--- config.mk ---
export PLATFORM = sky130hd
export DESIGN_NAME = nrisc_mc
export DESIGN_NICKNAME = d
export VERILOG_FILES = /design/src/rtl/nrisc_pkg.sv /design/src/rtl/nrisc_regfile.sv /design/src/rtl/nrisc_mc.sv
export SDC_FILE = /design/constraint.sdc
export NUM_CORES = 1
export LEC_CHECK = 0
export BUFFER_PORTS_ARGS = -buffer_cell sky130_fd_sc_hd__clkbuf_2
export CELL_PAD_IN_SITES_DETAIL_PLACEMENT = 1
export CELL_PAD_IN_SITES_GLOBAL_PLACEMENT = 2
export CORE_MARGIN = 2
export CORE_UTILIZATION = 43
export CTS_BUF_LIST = sky130_fd_sc_hd__clkbuf_8
export DETAILED_ROUTE_END_ITERATION = 16
export GPL_ROUTABILITY_DRIVEN = 0
export PLACE_DENSITY = 0.83
export SYNTH_ARGS = -nofsm -noshare
export SYNTH_HDL_FRONTEND = slang
export SYNTH_SLANG_ARGS = --single-unit
--- constraint.sdc ---
create_clock -name clock -period 3.4 [get_ports clock]
set_input_delay 0.51 -clock clock [delete_from_list [all_inputs] [get_ports clock]]
set_output_delay 0.51 -clock clock [all_outputs]
set_load 0.01 [all_outputs]
--- src/rtl/nrisc_pkg.sv ---
// nrisc_pkg: shared types and constants for the nrisc_mc multicycle core.
// Holds the opcode and FSM state enums, the instruction field positions
// and the index of r7, the implicit SLT destination and branch comparand.
package nrisc_pkg;

    typedef enum logic [2:0] {
        OP_ADD  = 3'd0,
        OP_SUB  = 3'd1,
        OP_ADDI = 3'd2,
        OP_SLT  = 3'd3,
        OP_LW   = 3'd4,
        OP_SW   = 3'd5,
        OP_BEQ  = 3'd6,
        OP_BNE  = 3'd7
    } opcodeT;

    typedef enum logic [2:0] {
        ST_FETCH  = 3'd0,
        ST_DECODE = 3'd1,
        ST_EXEC   = 3'd2,
        ST_MEM    = 3'd3,
        ST_WB     = 3'd4
    } stateT;

    localparam int OPC_MSB = 7;
    localparam int OPC_LSB = 5;
    localparam int RA_MSB  = 4;
    localparam int RA_LSB  = 2;
    localparam int RB_MSB  = 1;
    localparam int RB_LSB  = 0;

    localparam int          REG_COUNT = 8;
    localparam logic [2:0]  R7_IDX    = 3'd7;

endpackage

--- src/rtl/nrisc_regfile.sv ---
// nrisc_regfile: eight-entry register file with three combinational read
// ports (rA, rB, r7) and one clocked write port. r0 is an ordinary register.
module nrisc_regfile
    import nrisc_pkg::*;
#(
    parameter int DATA_W = 8
) (
    input  logic              clock,
    input  logic              reset,
    input  logic [2:0]        raAddr_i,
    input  logic [2:0]        rbAddr_i,
    output logic [DATA_W-1:0] raData_o,
    output logic [DATA_W-1:0] rbData_o,
    output logic [DATA_W-1:0] r7Data_o,
    input  logic              we_i,
    input  logic [2:0]        wAddr_i,
    input  logic [DATA_W-1:0] wData_i
);

    logic [DATA_W-1:0] regs_q [REG_COUNT];

    // Storage: cleared by the asynchronous reset, written once per WB cycle
    always_ff @(posedge clock or negedge reset) begin
        if (!reset) begin
            for (int i = 0; i < REG_COUNT; i++) begin
                regs_q[i] <= '0;
            end
        end else if (we_i) begin
            regs_q[wAddr_i] <= wData_i;
        end
    end

    assign raData_o = regs_q[raAddr_i];
    assign rbData_o = regs_q[rbAddr_i];
    assign r7Data_o = regs_q[R7_IDX];

endmodule

--- src/rtl/nrisc_mc.sv ---
// nrisc_mc: multicycle 8-bit-ISA nRisc core with a shared valid/ready
// memory port. Each instruction walks FETCH/DECODE/EXEC/(MEM)/(WB).
// Optional feature macro: NRISC_INSTRET_EN adds the 32-bit instret counter.
module nrisc_mc
    import nrisc_pkg::*;
#(
    parameter int                DATA_W   = 8,
    parameter int                ADDR_W   = 8,
    parameter logic [ADDR_W-1:0] RESET_PC = '0
) (
    input  logic              clock,
    input  logic              reset,
    output logic              mem_req,
    output logic              mem_we,
    output logic [ADDR_W-1:0] mem_addr,
    output logic [DATA_W-1:0] mem_wdata,
    input  logic [DATA_W-1:0] mem_rdata,
    input  logic              mem_ready,
    output logic [ADDR_W-1:0] pc_o,
    output logic              retire
`ifdef NRISC_INSTRET_EN
    ,
    output logic [31:0]       instret
`endif
);

    stateT             state_q, state_d;
    logic [ADDR_W-1:0] pc_q, pc_d;
    logic [ADDR_W-1:0] addr_q, addr_d;
    logic [7:0]        ir_q, ir_d;
    logic [DATA_W-1:0] opA_q, opA_d;
    logic [DATA_W-1:0] opB_q, opB_d;
    logic [DATA_W-1:0] opR7_q, opR7_d;
    logic [DATA_W-1:0] result_q, result_d;

    opcodeT            opcode;
    logic [2:0]        raIdx;
    logic [2:0]        rbIdx;
    logic [DATA_W-1:0] raData, rbData, r7Data;
    logic [DATA_W-1:0] immExt;
    logic [DATA_W-1:0] aluOut;
    logic              isBranch;
    logic              branchTaken;
    logic              rfWe;
    logic [2:0]        rfWAddr;

    assign opcode   = opcodeT'(ir_q[OPC_MSB:OPC_LSB]);
    assign raIdx    = ir_q[RA_MSB:RA_LSB];
    assign rbIdx    = {1'b0, ir_q[RB_MSB:RB_LSB]};
    assign immExt   = {{(DATA_W-2){ir_q[RB_MSB]}}, ir_q[RB_MSB:RB_LSB]};
    assign isBranch = (opcode == OP_BEQ) || (opcode == OP_BNE);
    assign rfWe     = (state_q == ST_WB);
    assign rfWAddr  = (opcode == OP_SLT) ? R7_IDX : raIdx;
    assign pc_o     = pc_q;

    nrisc_regfile #(
        .DATA_W (DATA_W)
    ) u_regfile (
        .clock    (clock),
        .reset    (reset),
        .raAddr_i (raIdx),
        .rbAddr_i (rbIdx),
        .raData_o (raData),
        .rbData_o (rbData),
        .r7Data_o (r7Data),
        .we_i     (rfWe),
        .wAddr_i  (rfWAddr),
        .wData_i  (result_q)
    );

    // ALU works on the operand latches so its inputs are stable through EXEC
    always_comb begin
        aluOut = '0;
        case (opcode)
            OP_ADD:  aluOut = opA_q + opB_q;
            OP_SUB:  aluOut = opA_q - opB_q;
            OP_ADDI: aluOut = opA_q + immExt;
            OP_SLT:  aluOut = {{(DATA_W-1){1'b0}}, ($signed(opA_q) < $signed(opB_q))};
            default: aluOut = '0;
        endcase
    end

    // Branch condition compares rA against r7, as latched in DECODE
    always_comb begin
        branchTaken = 1'b0;
        if (opcode == OP_BEQ) begin
            branchTaken = (opA_q == opR7_q);
        end else if (opcode == OP_BNE) begin
            branchTaken = (opA_q != opR7_q);
        end
    end

    // FSM state register; reset returns to FETCH at RESET_PC
    always_ff @(posedge clock or negedge reset) begin
        if (!reset) begin
            state_q <= ST_FETCH;
        end else begin
            state_q <= state_d;
        end
    end

    // FSM next state: memory states wait for mem_ready, others advance
    always_comb begin
        state_d = state_q;
        case (state_q)
            ST_FETCH: begin
                if (mem_ready) begin
                    state_d = ST_DECODE;
                end
            end
            ST_DECODE: state_d = ST_EXEC;
            ST_EXEC: begin
                if (isBranch) begin
                    state_d = ST_FETCH;
                end else if ((opcode == OP_LW) || (opcode == OP_SW)) begin
                    state_d = ST_MEM;
                end else begin
                    state_d = ST_WB;
                end
            end
            ST_MEM: begin
                if (mem_ready) begin
                    state_d = (opcode == OP_SW) ? ST_FETCH : ST_WB;
                end
            end
            ST_WB:   state_d = ST_FETCH;
            default: state_d = ST_FETCH;
        endcase
    end

    // FSM outputs: bus request only in FETCH/MEM, all forced low during reset
    always_comb begin
        mem_req   = 1'b0;
        mem_we    = 1'b0;
        mem_addr  = '0;
        mem_wdata = '0;
        retire    = 1'b0;
        if (reset) begin
            case (state_q)
                ST_FETCH: begin
                    mem_req  = 1'b1;
                    mem_addr = pc_q;
                end
                ST_EXEC: begin
                    retire = isBranch;
                end
                ST_MEM: begin
                    mem_req  = 1'b1;
                    mem_addr = addr_q;
                    if (opcode == OP_SW) begin
                        mem_we    = 1'b1;
                        mem_wdata = opA_q;
                        retire    = mem_ready;
                    end
                end
                ST_WB: begin
                    retire = 1'b1;
                end
                default: ;
            endcase
        end
    end

    // Datapath next values: IR/PC on fetch, operands in DECODE, results later
    always_comb begin
        pc_d     = pc_q;
        ir_d     = ir_q;
        addr_d   = addr_q;
        opA_d    = opA_q;
        opB_d    = opB_q;
        opR7_d   = opR7_q;
        result_d = result_q;
        case (state_q)
            ST_FETCH: begin
                if (mem_ready) begin
                    ir_d = mem_rdata[7:0];
                    pc_d = pc_q + 1'b1;
                end
            end
            ST_DECODE: begin
                opA_d  = raData;
                opB_d  = rbData;
                opR7_d = r7Data;
            end
            ST_EXEC: begin
                result_d = aluOut;
                addr_d   = ADDR_W'(opB_q);
                if (branchTaken) begin
                    pc_d = ADDR_W'(opB_q);
                end
            end
            ST_MEM: begin
                if (mem_ready && (opcode == OP_LW)) begin
                    result_d = mem_rdata;
                end
            end
            default: ;
        endcase
    end

    // Datapath registers with asynchronous reset to their architectural values
    always_ff @(posedge clock or negedge reset) begin
        if (!reset) begin
            pc_q     <= RESET_PC;
            ir_q     <= '0;
            addr_q   <= '0;
            opA_q    <= '0;
            opB_q    <= '0;
            opR7_q   <= '0;
            result_q <= '0;
        end else begin
            pc_q     <= pc_d;
            ir_q     <= ir_d;
            addr_q   <= addr_d;
            opA_q    <= opA_d;
            opB_q    <= opB_d;
            opR7_q   <= opR7_d;
            result_q <= result_d;
        end
    end

`ifdef NRISC_INSTRET_EN
    logic [31:0] instret_q;

    // Retired-instruction counter, wraps naturally at 32 bits
    always_ff @(posedge clock or negedge reset) begin
        if (!reset) begin
            instret_q <= '0;
        end else if (retire) begin
            instret_q <= instret_q + 32'd1;
        end
    end

    assign instret = instret_q;
`endif

endmodule

==> Word-level counts from Yosys, hierarchy flattened <==
Cells that the tools add are included.
{ "totals": {"register_bits": 123, "out_inout_bits": 27, "elab_cells": 95} }
{ "classes": {"n_addsub": 4, "n_lt_le_gt_ge": 5, "n_eq_ne": 17, "n_mux": 37, "n_bitwise": 3, "n_reduce_logical": 13} }
{ "op_table": {"columns": ["op", "n"], "rows": [
  ["8-bit two-way mux", 12],
  ["64-bit bitwise mux", 1],
  ["8-bit binary-select mux with 3-bit select", 2],
  ["8-bit case mux with 2 select lines", 3],
  ["8-bit case mux with 4 select lines", 1],
  ["8-bit demux with 3-bit select", 1],
  ["3-bit two-way mux", 6],
  ["8-bit adder", 2],
  ["3-bit == test, second input constant", 5],
  ["3-bit by 2-bit == test with 1-bit output, second input constant", 4],
  ["4-bit greater-or-equal comparator, second input constant", 3],
  ["3-bit case mux with 4 select lines", 1],
  ["1-bit two-way mux", 9],
  ["8-bit by 1-bit adder with 8-bit output, second input constant", 1],
  ["8-bit == test", 1],
  ["8-bit less-than comparator", 1],
  ["2-bit != test, second input constant", 4],
  ["8-bit != test", 1],
  ["3-bit inverter with 4-bit output", 2],
  ["8-bit subtractor", 1],
  ["3-bit by 1-bit == test with 1-bit output, second input constant", 2],
  ["3-bit logical NOT", 2],
  ["2-bit AND reduction", 3],
  ["4-bit by 1-bit less-than comparator with 1-bit output, second input constant", 1],
  ["7 further kinds", 10]
]} }

==> Depth between registers and ports, before layout <==
{ "depth": {"ltp_word": 8, "mapped_depth": 13, "depth_no_buf": 12} }

==> Cells and area by module <==
Synthesis repeated with hierarchy kept, for this count alone.
{ "unflattened": {"hier_cells": 618, "hier_area_um2": 7274.5} }
{ "modules_own_cells": {"columns": ["mod", "n_inst", "cells_each", "area_each_um2"], "rows": [
  ["nrisc_mc", 1, 409, 3674.8],
  ["nrisc_regfile", 1, 209, 3599.7]
]} }

==> Worst setup path before layout <==
Ideal clock, no wire load.
{ "synth_timing": {"path_kind": "flip-flop to flip-flop", "startpoint": "register ir_q[7]", "endpoint": "register result_q[6]", "setup_time_ps": 83, "arrival_ps": 2696, "setup_slack_ps": 621, "path_stages_with_launch": 14, "n_path_buf": 1, "path_cell_list": "dfrtp_1 -> buf_2 -> nor2_1 -> nand2_1 -> mux2_2 -> ha_1 -> inv_1 -> fa_1 -> nor2b_1 -> o31a_1 -> or4b_1 -> o21ai_0 -> a211oi_1 -> o21ai_0"} }
{ "synth_via": {"elab_chain_len": 4, "word_cells_on_any_way": 10, "cone_classes": "eq/ne (5); mux (2); reduce/logical (3)"} }
{ "synth_rtl": {"columns": ["element", "line_no", "source"], "rows": [
  ["start: declaration", "nrisc_mc.sv:30", "logic [7:0] ir_q, ir_d;"],
  ["start signal: assignment", "nrisc_mc.sv:213", "ir_q <= ir_d;"],
  ["branches (longest 4 deep; another with 8-bit case mux with 4 select lines)", null, null],
  ["end signal: assignment", "nrisc_mc.sv:218", "result_q <= result_d;"],
  ["end: declaration", "nrisc_mc.sv:34", "logic [DATA_W-1:0] result_q, result_d;"]
]} }
Several ways; the timed one is not identified.
A chain may end at the register's enable or synchronous reset.

==> Final worst setup path <==
{ "layout_timing": {"startpoint": "register ir_q[6]", "endpoint": "register result_q[6]"} }
Same word-level chain as after synthesis.

==> impl_metrics.toml <==
[layout]
drive_above_1_share_pct = 30.14
fill_cells = 1754
postLayoutCellArea_um2 = 7704
layoutNonFillerInstCount = 873
fin_nets = 674
postLayoutCoreUtil_pct = 48.85
antennaDiodeCount = 0
area_delta_synth_final_pct = 12.11

[setup_path]
worstPathMaxFanout = 9
r2r-end = "result_q[6]"
worst_r2r_startpoint = "ir_q[6]"
cpMostUsedCell = "o21ai_0"
rr_worst_depth = 11
crit_type = "flip-flop to flip-flop"
rrSetupSlack_ns = 0.53
arrival_ns = 3.23
crit_path_cell_trace = "nand2_1, mux2_2, ha_1, inv_1, fa_1, nor2b_1, o31a_1, or4b_1, o21ai_0, a211oi_1, o21ai_0"
cp_data_required_time_ns = 3.76
slowest_stage = "dfrtp_1"
end_kind = "flip-flop"
slowest_delay_ns = 0.49
start_kind = "flip-flop"
crit_path_start = "ir_q[6]"
cp-endpoint = "result_q[6]"

[global_routing]
grt_pass1_vias = 5378
grt_max_degree = 45
antenna_found_initial = 0
grt_pass1_wl_mm = 30.79
grt_util_all_layers_pct = 24.54
gr-total-overflow = 0

[power_and_ir_drop]
ir_drop_mv = 0.3130
pwr_density_cell_nw_per_um2 = 1040
combPwrFrac_pct = 47.2
pwr-share-seq_pct = 36.3
p_leak_nw = 3.517
p_sw_share_pct = 43.26
p_sw_mw = 3.466
clockPowerShare_pct = 16.5
p_int_mw = 4.547

[die]
fp.dieW_um = 130.4
die-area_um2 = 17010
start_util_pct = 43.57
coreArea_um2 = 15770
dieHeight_um = 130.4
placement_rows = 46
io_pins = 38

[place]
io_buffer_count = 37
hpwl_mm = 14.43
placedCellCount = 841
placed_area_um2 = 7291
dpl_worst_slack_ns = 0.5665

[status]
status = "complete, no violations"

[logic_synthesis]
synth-seq-cells = 123
synth-edff-count = 0
postSynthCellCount = 608
seq_area_frac_synth_pct = 44.79
synth_cell_types = 65
avgSynthCellArea_um2 = 11.30
synth_nets = 637
synth_flop_cell = "dfrtp_1"
ys_warn_count = 0
async_reset_ff_share_pct = 100.0
syn_area_um2 = 6872

[timing]
fin_worst_skew_ns = 0.009757
tns_ns = 0
hold_viol_final = 0
fin_crit_ns = 2.872
timing.fmax_mhz = 348.2
fin_crit_sh_pct = 84.47
worst_pin_slew_ns = 0.9415
rsz0062_at_grt = "no"
finalWorstSetupSlack_ns = 0.5282
slew_headroom_pct = 37.23
final-max-slew-violation-count = 0
finalSetupViolations = 0

[detailed_routing]
wl_mm = 19.40
firstDrtPassIters = 6
via_per_inst = 5.816
drtIter0Drc = 295
drc_errors = 0
detail_route.wl_per_cell_um = 22.22
antenna_left = 0
vias = 5077

[cts]
cts_buffers = 17
path_clk_slew_ns = 0.08
cts.sinks = 123
root_buffer = "clkbuf_8"
clk_latency_ns = 0.44
cts_resized = 0
cts_tree = "done"
htreeDepth = 4
clock_path_buffers = 2

[run]
drv_cap = 0

[worst_hold_path]
hold_path.class = "primary input to flip-flop"
[critical path, delay by kind of cell, from the launching register on]
kind                       cells  cell delay, ns
and+or+nand+nor                3            0.79
AOI/OAI and AO/OA              4            0.62
DFF                            1            0.49
adders and majority gates      2            0.42
muxes                          1            0.37
buffers and inverters          1            0.08
[registers in the layout (all words and copies together) (netlist names)]
name	count
opA_q	8
result_q	8
u_regfile.regs_q	56
pc_o	8
opB_q	8
addr_q	8
u_regfile.r7Data_o	8
state_q	3
opR7_q	8
ir_q	8
[cells in the mapped netlist (all sizes together) (4+ instances only)]
| library cell | instances | area share [%] |
|---|---|---|
| nor3b | 8 | 1.2 |
| nand2b | 5 | 0.46 |
| nor3 | 5 | 0.53 |
| dfrtp | 123 | 45 |
| o21ai | 28 | 2.0 |
| and3 | 11 | 1.0 |
| buf | 14 | 1.1 |
| a31oi | 7 | 0.64 |
| nor2 | 48 | 2.8 |
| o32a | 4 | 0.58 |
| nand2 | 54 | 3.1 |
| nor2b | 10 | 1.0 |
| a21oi | 27 | 2.1 |
| inv | 18 | 0.98 |
| mux4 | 24 | 7.9 |
| o22ai | 6 | 0.55 |
| a21o | 9 | 0.98 |
| nand3 | 5 | 0.36 |
| ha | 16 | 2.9 |
| mux2 | 76 | 12 |
| xnor2 | 13 | 1.7 |
| o21bai | 4 | 0.44 |
| clkbuf | 19 | 1.0 |
| mux2i | 14 | 2.0 |
| a22oi | 13 | 1.4 |
| and2 | 5 | 0.49 |
| o21a | 6 | 0.66 |
[routing by layer]
metal | vias to the layer above | GRT usage [%] | part of all wire, %
met2 | 123 | 41.52 | 49
met4 | 0 | 9.011 | 2.6
met3 | 33 | 3.950 | 4.1
li1 | 2302 | - | -
met5 | - | 0 | 0
met1 | 2619 | 32.15 | 44
[worst min-delay path by stage]
stage / cells after the start / slack (ns) / endpoint / start
finish: 3 / 0.29 / ir_q[2] / mem_rdata[2]
detailed placement: 1 / 0.39 / pc_o[5] / reset
CTS: 3 / 0.26 / ir_q[2] / mem_rdata[2]
global placement: 1 / 0.39 / pc_o[5] / reset
floorplan: 0 / 0.21 / addr_q[0] / reset
global route: 3 / 0.29 / ir_q[2] / mem_rdata[2]
[cell usage in the layout, fill, tap and decap left out, drive strengths merged, types with 8 or more instances in the layout]
cell	instances
clkbuf	55
mux2	76
nor2b	10
nor3b	8
nand2	54
xnor2	13
nor2	48
buf	14
inv	20
and3	11
ha	16
dfrtp	123
a22oi	13
a21oi	27
a21o	9
o21ai	28
mux2i	14
mux4	24
[kinds of logic after synthesis]
family                   Yosys count  share of synthesized area (%)
AO/OA/AOI/OAI                    122                          11.62
XOR/XNOR                          16                          2.039
adder cells (fa/ha/maj)           18                          3.496
buffers and inverters             51                          3.095
flip-flops                       123                          44.79
multiplexers                     114                          22.36
AND/OR/NAND/NOR                  164                          12.60
[final cells by class]
cell class	instances	area, µm²	share of cell area, %
repair buffers	51	295.3	3.833
clock inverters	12	141.4	1.835
flip-flops and latches	123	3078	39.95
well taps	216	270.3	3.508
clock buffers	19	261.5	3.395
inverters	18	67.56	0.8771
multi-input cells	434	3590	46.60
[what timing repair did]
item	in CTS	in global routing
hold buffers	1	0
endpoints found under the setup margin	0	0
buffers inserted	0	0
endpoints found under the hold margin	9	0
[power groups by stage]
stage	Combinational, mW	Sequential (mW)	Clock (mW)
2_1_floorplan	2.96	2.47	0
3_3_place_gp	3.63	2.87	0
3_5_place_dp	3.75	2.93	0
4_1_cts	3.79	2.90	1.35
5_1_grt	4.15	3.01	1.41
6_report	3.78	2.91	1.32
[through the flow]
stage,total power [mW],hold WS (ns)
after CTS,8.034,0.2629
after global routing,8.575,0.2935
after detailed placement,6.682,0.3921
final,8.014,0.2869
after floorplan,5.428,0.2144
after global placement,6.493,0.3885
Note: power is estimated with default switching activity, not from simulation.
